### config.mk
export PLATFORM = sky130hd
export DESIGN_NAME = sync_filter_multi_bit
export DESIGN_NICKNAME = d
export VERILOG_FILES = /design/src/rtl/sync_filter_multi_bit.sv
export SDC_FILE = /design/constraint.sdc
export NUM_CORES = 1
export LEC_CHECK = 0
export ABC_AREA = 0
export CAP_MARGIN = 0
export CORE_AREA = 2 2 39 41
export DETAILED_ROUTE_END_ITERATION = 16
export DIE_AREA = 0 0 41 43
export GPL_ROUTABILITY_DRIVEN = 0
export PLACE_DENSITY = 0.51
export SLEW_MARGIN = 20
export SYNTH_ARGS = -nofsm -noshare
export SYNTH_HDL_FRONTEND = slang
export SYNTH_SLANG_ARGS = --single-unit
### constraint.sdc
create_clock -name clk -period 1.4 [get_ports clk]
set_input_delay 0.42 -clock clk [delete_from_list [all_inputs] [get_ports clk]]
set_output_delay 0.42 -clock clk [all_outputs]
set_load 0.1 [all_outputs]
### src/rtl/sync_filter_multi_bit.sv
// Multi-channel input conditioner: N_STAGE synchroniser, per-bit glitch filter, rise/fall pulses.
// Optional sticky edge flags enabled by defining SYNC_FILTER_STICKY_EN.
module sync_filter_multi_bit #(
  parameter int              SIZE          = 1,
  parameter int              N_STAGE       = 2,
  parameter int              FILTER_CYCLES = 4,
  parameter logic [SIZE-1:0] RST_VAL       = '0
) (
  input  logic            clk,
  input  logic            rst,
  input  logic [SIZE-1:0] din,
  output logic [SIZE-1:0] dout,
  output logic [SIZE-1:0] rise,
  output logic [SIZE-1:0] fall,
  input  logic [SIZE-1:0] clr,
  output logic [SIZE-1:0] rise_seen,
  output logic [SIZE-1:0] fall_seen
);

  localparam int CW = $clog2(FILTER_CYCLES + 1);
  localparam logic [CW-1:0] CNT_LAST = CW'(FILTER_CYCLES - 1);

  logic [SIZE-1:0] sync_reg [N_STAGE];
  logic [SIZE-1:0] d_sync;

  always_ff @(posedge clk) begin
    if (rst) begin
      for (int k = 0; k < N_STAGE; k++) begin
        sync_reg[k] <= RST_VAL;
      end
    end else begin
      sync_reg[0] <= din;
      for (int k = 1; k < N_STAGE; k++) begin
        sync_reg[k] <= sync_reg[k-1];
      end
    end
  end

  assign d_sync = sync_reg[N_STAGE-1];

  genvar gi;
  generate
    for (gi = 0; gi < SIZE; gi++) begin : g_bit
      logic [CW-1:0] cnt_reg;
      logic          dout_reg;
      logic          rise_reg;
      logic          fall_reg;

      // Any sample that agrees with dout restarts the mismatch run.
      always_ff @(posedge clk) begin
        if (rst) begin
          cnt_reg  <= '0;
          dout_reg <= RST_VAL[gi];
          rise_reg <= 1'b0;
          fall_reg <= 1'b0;
        end else begin
          rise_reg <= 1'b0;
          fall_reg <= 1'b0;
          if (d_sync[gi] == dout_reg) begin
            cnt_reg <= '0;
          end else if (cnt_reg == CNT_LAST) begin
            cnt_reg  <= '0;
            dout_reg <= d_sync[gi];
            rise_reg <= d_sync[gi];
            fall_reg <= ~d_sync[gi];
          end else begin
            cnt_reg <= cnt_reg + CW'(1);
          end
        end
      end

      assign dout[gi] = dout_reg;
      assign rise[gi] = rise_reg;
      assign fall[gi] = fall_reg;

`ifdef SYNC_FILTER_STICKY_EN
      logic rise_seen_reg;
      logic fall_seen_reg;

      // A new edge outranks a simultaneous clear.
      always_ff @(posedge clk) begin
        if (rst) begin
          rise_seen_reg <= 1'b0;
          fall_seen_reg <= 1'b0;
        end else begin
          if (rise_reg)     rise_seen_reg <= 1'b1;
          else if (clr[gi]) rise_seen_reg <= 1'b0;
          if (fall_reg)     fall_seen_reg <= 1'b1;
          else if (clr[gi]) fall_seen_reg <= 1'b0;
        end
      end

      assign rise_seen[gi] = rise_seen_reg;
      assign fall_seen[gi] = fall_seen_reg;
`else
      assign rise_seen[gi] = 1'b0;
      assign fall_seen[gi] = 1'b0;
`endif
    end
  endgenerate

`ifndef SYNC_FILTER_STICKY_EN
  logic unused_clr;
  assign unused_clr = ^clr;
`endif

endmodule

Yosys cells after proc, flatten, opt, wreduce, memory -nomap -nowiden
Memory sizes are Yosys's and may differ from the RTL's.
Index checks and enable logic that the tools add are counted.
{"block": "op_classes", "n_eq_ne": 2, "n_bitwise": 5, "mux": 5, "addsub": 1, "n_reduce_logical": 3}
{"cell": "OR reduction 3 bit", "count": 2}
{"cell": "two-way mux 1 bit", "count": 5}
{"cell": "adder 3 x 1 -> 3 bit, second input constant", "count": 1}
{"cell": "equality test 3 x 2 -> 1 bit, second input constant", "count": 1}
{"cell": "inverter 1 bit", "count": 3}
{"cell": "OR 1 bit", "count": 2}
{"cell": "AND reduction 2 bit", "count": 1}
{"cell": "equality test 1 bit", "count": 1}
{"block": "word_totals", "mem_bits_rw": 2, "memories": 1, "input_bits": 4, "ff_bits": 6, "elab_cells": 21}
{"name": "sync_reg", "words": 2, "width": 1, "rd": 2, "rd_clocked_by_memory_dff": 0, "write_ports": 2, "line": "23", "source": "logic [SIZE-1:0] sync_reg [N_STAGE];"}

Depth between registers and ports, before layout
An unclocked memory read counts as a cell.
{"block": "logic_depth", "ltp_word": 4, "depth_mapped": 4}

Worst setup path before layout
Ideal clock, no wire load.
{"block": "synth_timing", "kind": "register to register", "start": "register g_bit[0].dout_reg (netlist: dout)", "end": "register g_bit[0].cnt_reg[1]", "stages_incl_launch_ff": 3, "setup_time_ns": 0.088, "arrival_ns": 1.440, "slack_ns": -0.128, "path_buffers": 0, "path_cell_list": "dfxtp_1 xnor2_1 nor4b_2"}
{"block": "synth_between", "elab_chain_cells": 2}
{"item": "from (decl)", "line": "45", "source": "logic dout_reg;"}
{"item": "from (signal assigned)", "line": "53", "source": "dout_reg <= RST_VAL[gi];"}
{"item": "from (signal assigned)", "line": "63", "source": "dout_reg <= d_sync[gi];"}
{"item": "equality test 1 bit", "line": "59", "source": "if (d_sync[gi] == dout_reg) begin"}
{"item": "OR reduction 3 bit (no line)"}
{"item": "to (signal assigned)", "line": "67", "source": "cnt_reg <= cnt_reg + CW'(1);"}
{"item": "to (decl)", "line": "44", "source": "logic [CW-1:0] cnt_reg;"}
Every way passes these cells.
A chain may end at the register's enable or synchronous reset.

Final worst setup path
{"block": "layout_timing", "start": "register g_bit[0].dout_reg (netlist: dout)", "end": "output port dout"}
{"item": "to (decl)", "line": "12", "source": "output logic [SIZE-1:0] dout,"}
No word-level cell between the ends.

==> flow_summary.ini <==
[run_status]
status = complete, no violations

[cts]
cts_setup_buffers = 0
clkSlewWorstSetupHoldPaths_ns = 0.05
cts_root_buffer = clkbuf_4
postCtsHoldBufs = 0
cts_sinks = 8
clockBufferDepth = 2
cts_resized = 0
cts_tree = built
clk_latency_ns = 0.25
cts_buffers = 3
htree_levels = 1

[timing]
finalHoldViolCount = 0
layout_min_cycle_time_ns = 1.24
max_freq_mhz = 808
grt_setup_unrepaired = no
worst_slack_ns = 0.162
finalSetupTns_ns = 0
setup_viol_count_final = 0
skew_ns = 0.00415
finalCritPeriodShare_pct = 88.4
slew_violations = 0

[route]
drtIter0Drc = 2
routed-via-count = 181
wl_um = 402
drc = 0
ant_nets = 0
wl_per_cell_um = 8.38
via_per_inst = 3.77
drt-pass1-iter-count = 2

[floorplan]
ios = 9
coreArea_um2 = 1380
dieArea_um2 = 1760
row_count = 14
die_w_um = 41
start_util_pct = 21.3
die_h_um = 43

[finish]
diodes = 0
layout_commonest_cell = dfxtp_1
final_cell_mix = 7 x dfxtp_1, 3 x clkbuf_4, 3 x buf_12
layout-drive-gt1-share_pct = 34.4
final_area_um2 = 415
nFillCells = 140
largest_reg_flops = 3
layout.nets = 40
area_growth_pct = 40.7
regArea_um2 = 161
multiInputGateArea_um2 = 120

[critical_path]
reg2reg_slack_ns = 0.26
path_max_fanout = 5
cp_slowest_cell = dfxtp_2
crit_end = dout
path_class = flip-flop to output pin
ff2ff_path_depth = 3
crit_cells = 1
reg2reg_from = g_bit[0].cnt_reg[0]
crit_chain = buf_12
start_kind = flip-flop
endpoint_kind = output pin
cp.arrival_ns = 0.82
cp_data_required_time_ns = 0.98
r2r_end = g_bit[0].cnt_reg[1]
crit_path_max_incr_delay_ns = 0.38
critPathLaunch = dout
path_buf_inv = 1
critPathTopFamily = flip-flops

[power]
p_leak_nw = 0.158
total_power_mw = 0.444
irDropWorstVdd_v = 0.000426
p_per_area_nw_per_um2 = 1070

[run]
cap_violations = 0

[placed_design]
port_buffers = 5
placed_area_um2 = 393
dpl.hpwl_um = 329
dp_slack_ns = 0.0245

[grt]
antenna_found_initial = 0
busiest_layer = met1
grt.met3_usage_pct = 1.57
gr-usage-all-layers_pct = 6.16
grt_overflow = 0
grt_pass1_wl_um = 717
grt_max_degree = 7
grt_pass1_vias = 175
grtUsageMet1_pct = 7.87
grt.met2_usage_pct = 7.81

[worst_hold_path]
hold_path_class = flip-flop to flip-flop

[logic_synthesis]
syn_area_per_cell_um2 = 12.3
netlist_area_um2 = 295
ys_seq_area_share_pct = 54.2
ys_seq_elements = 8
synth.distinct_cells = 12
synth_cells = 24
ys.warnings.count = 0
worst min-delay path by stage:
stage / startpoint / end / slack [ns] / cells past startpoint
finish: g_bit[0].cnt_reg[0] / g_bit[0].cnt_reg[0] / 0.43 / 1
global route: sync_reg[0][0] / sync_reg[0][1] / 0.46 / 1
CTS: g_bit[0].cnt_reg[0] / g_bit[0].cnt_reg[0] / 0.43 / 1
detailed placement: g_bit[0].cnt_reg[0] / g_bit[0].cnt_reg[0] / 0.43 / 1
global placement: g_bit[0].cnt_reg[0] / g_bit[0].cnt_reg[0] / 0.42 / 1
floorplan: g_bit[0].cnt_reg[0] / g_bit[0].cnt_reg[0] / 0.40 / 1
cell type report:
| cell class | instances | area share (%) |
|---|---|---|
| clock buffer | 3 | 5.42 |
| inverter | 1 | 0.904 |
| multi-input combinational | 14 | 28.9 |
| sequential | 8 | 38.9 |
| tap | 16 | 4.82 |
| timing repair buffer | 6 | 21.1 |
stage by stage:
step	instances	util [%]	hold slack (ns)
2_1_floorplan	25	-	0.405
3_5_place_dp	45	28.4	0.425
3_3_place_gp	45	28.4	0.416
5_1_grt	48	30.0	0.457
4_1_cts	48	30.0	0.433
6_report	48	30.0	0.426
synthesized netlist by cell type:
library cell / count / area [um2]
dfxtp_1: 8 / 160
and4bb_2: 2 / 25.0
buf_4: 2 / 15.0
ha_1: 2 / 25.0
nor2b_1: 2 / 12.5
nor4_1: 2 / 12.5
conb_1: 1 / 3.75
inv_1: 1 / 3.75
mux2i_1: 1 / 10.0
nor2_1: 1 / 3.75
nor4b_2: 1 / 15.0
xnor2_1: 1 / 8.76
routing by layer:
layer / vias up / wire length (um)
met5: - / 0
met4: 0 / 0
met3: 0 / 25
met2: 6 / 202
met1: 80 / 174
li1: 95 / -
logic make-up after synthesis:
kind of cell	after synthesis	synth area share, %
AND/OR/NAND/NOR	8	23.3
flip-flops	8	54.2
buffers and inverters	3	6.35
adder cells (fa/ha/maj)	2	8.47
XOR/XNOR	1	2.97
multiplexers	1	3.39
other	1	1.27
power breakdown:
group | total, mW | internal, mW | switching (mW)
clock network | 0.171 | 0.0978 | 0.0734
logic | 0.0393 | 0.0105 | 0.0288
registers | 0.233 | 0.231 | 0.00195
Note: power is estimated with default switching activity, not from simulation.
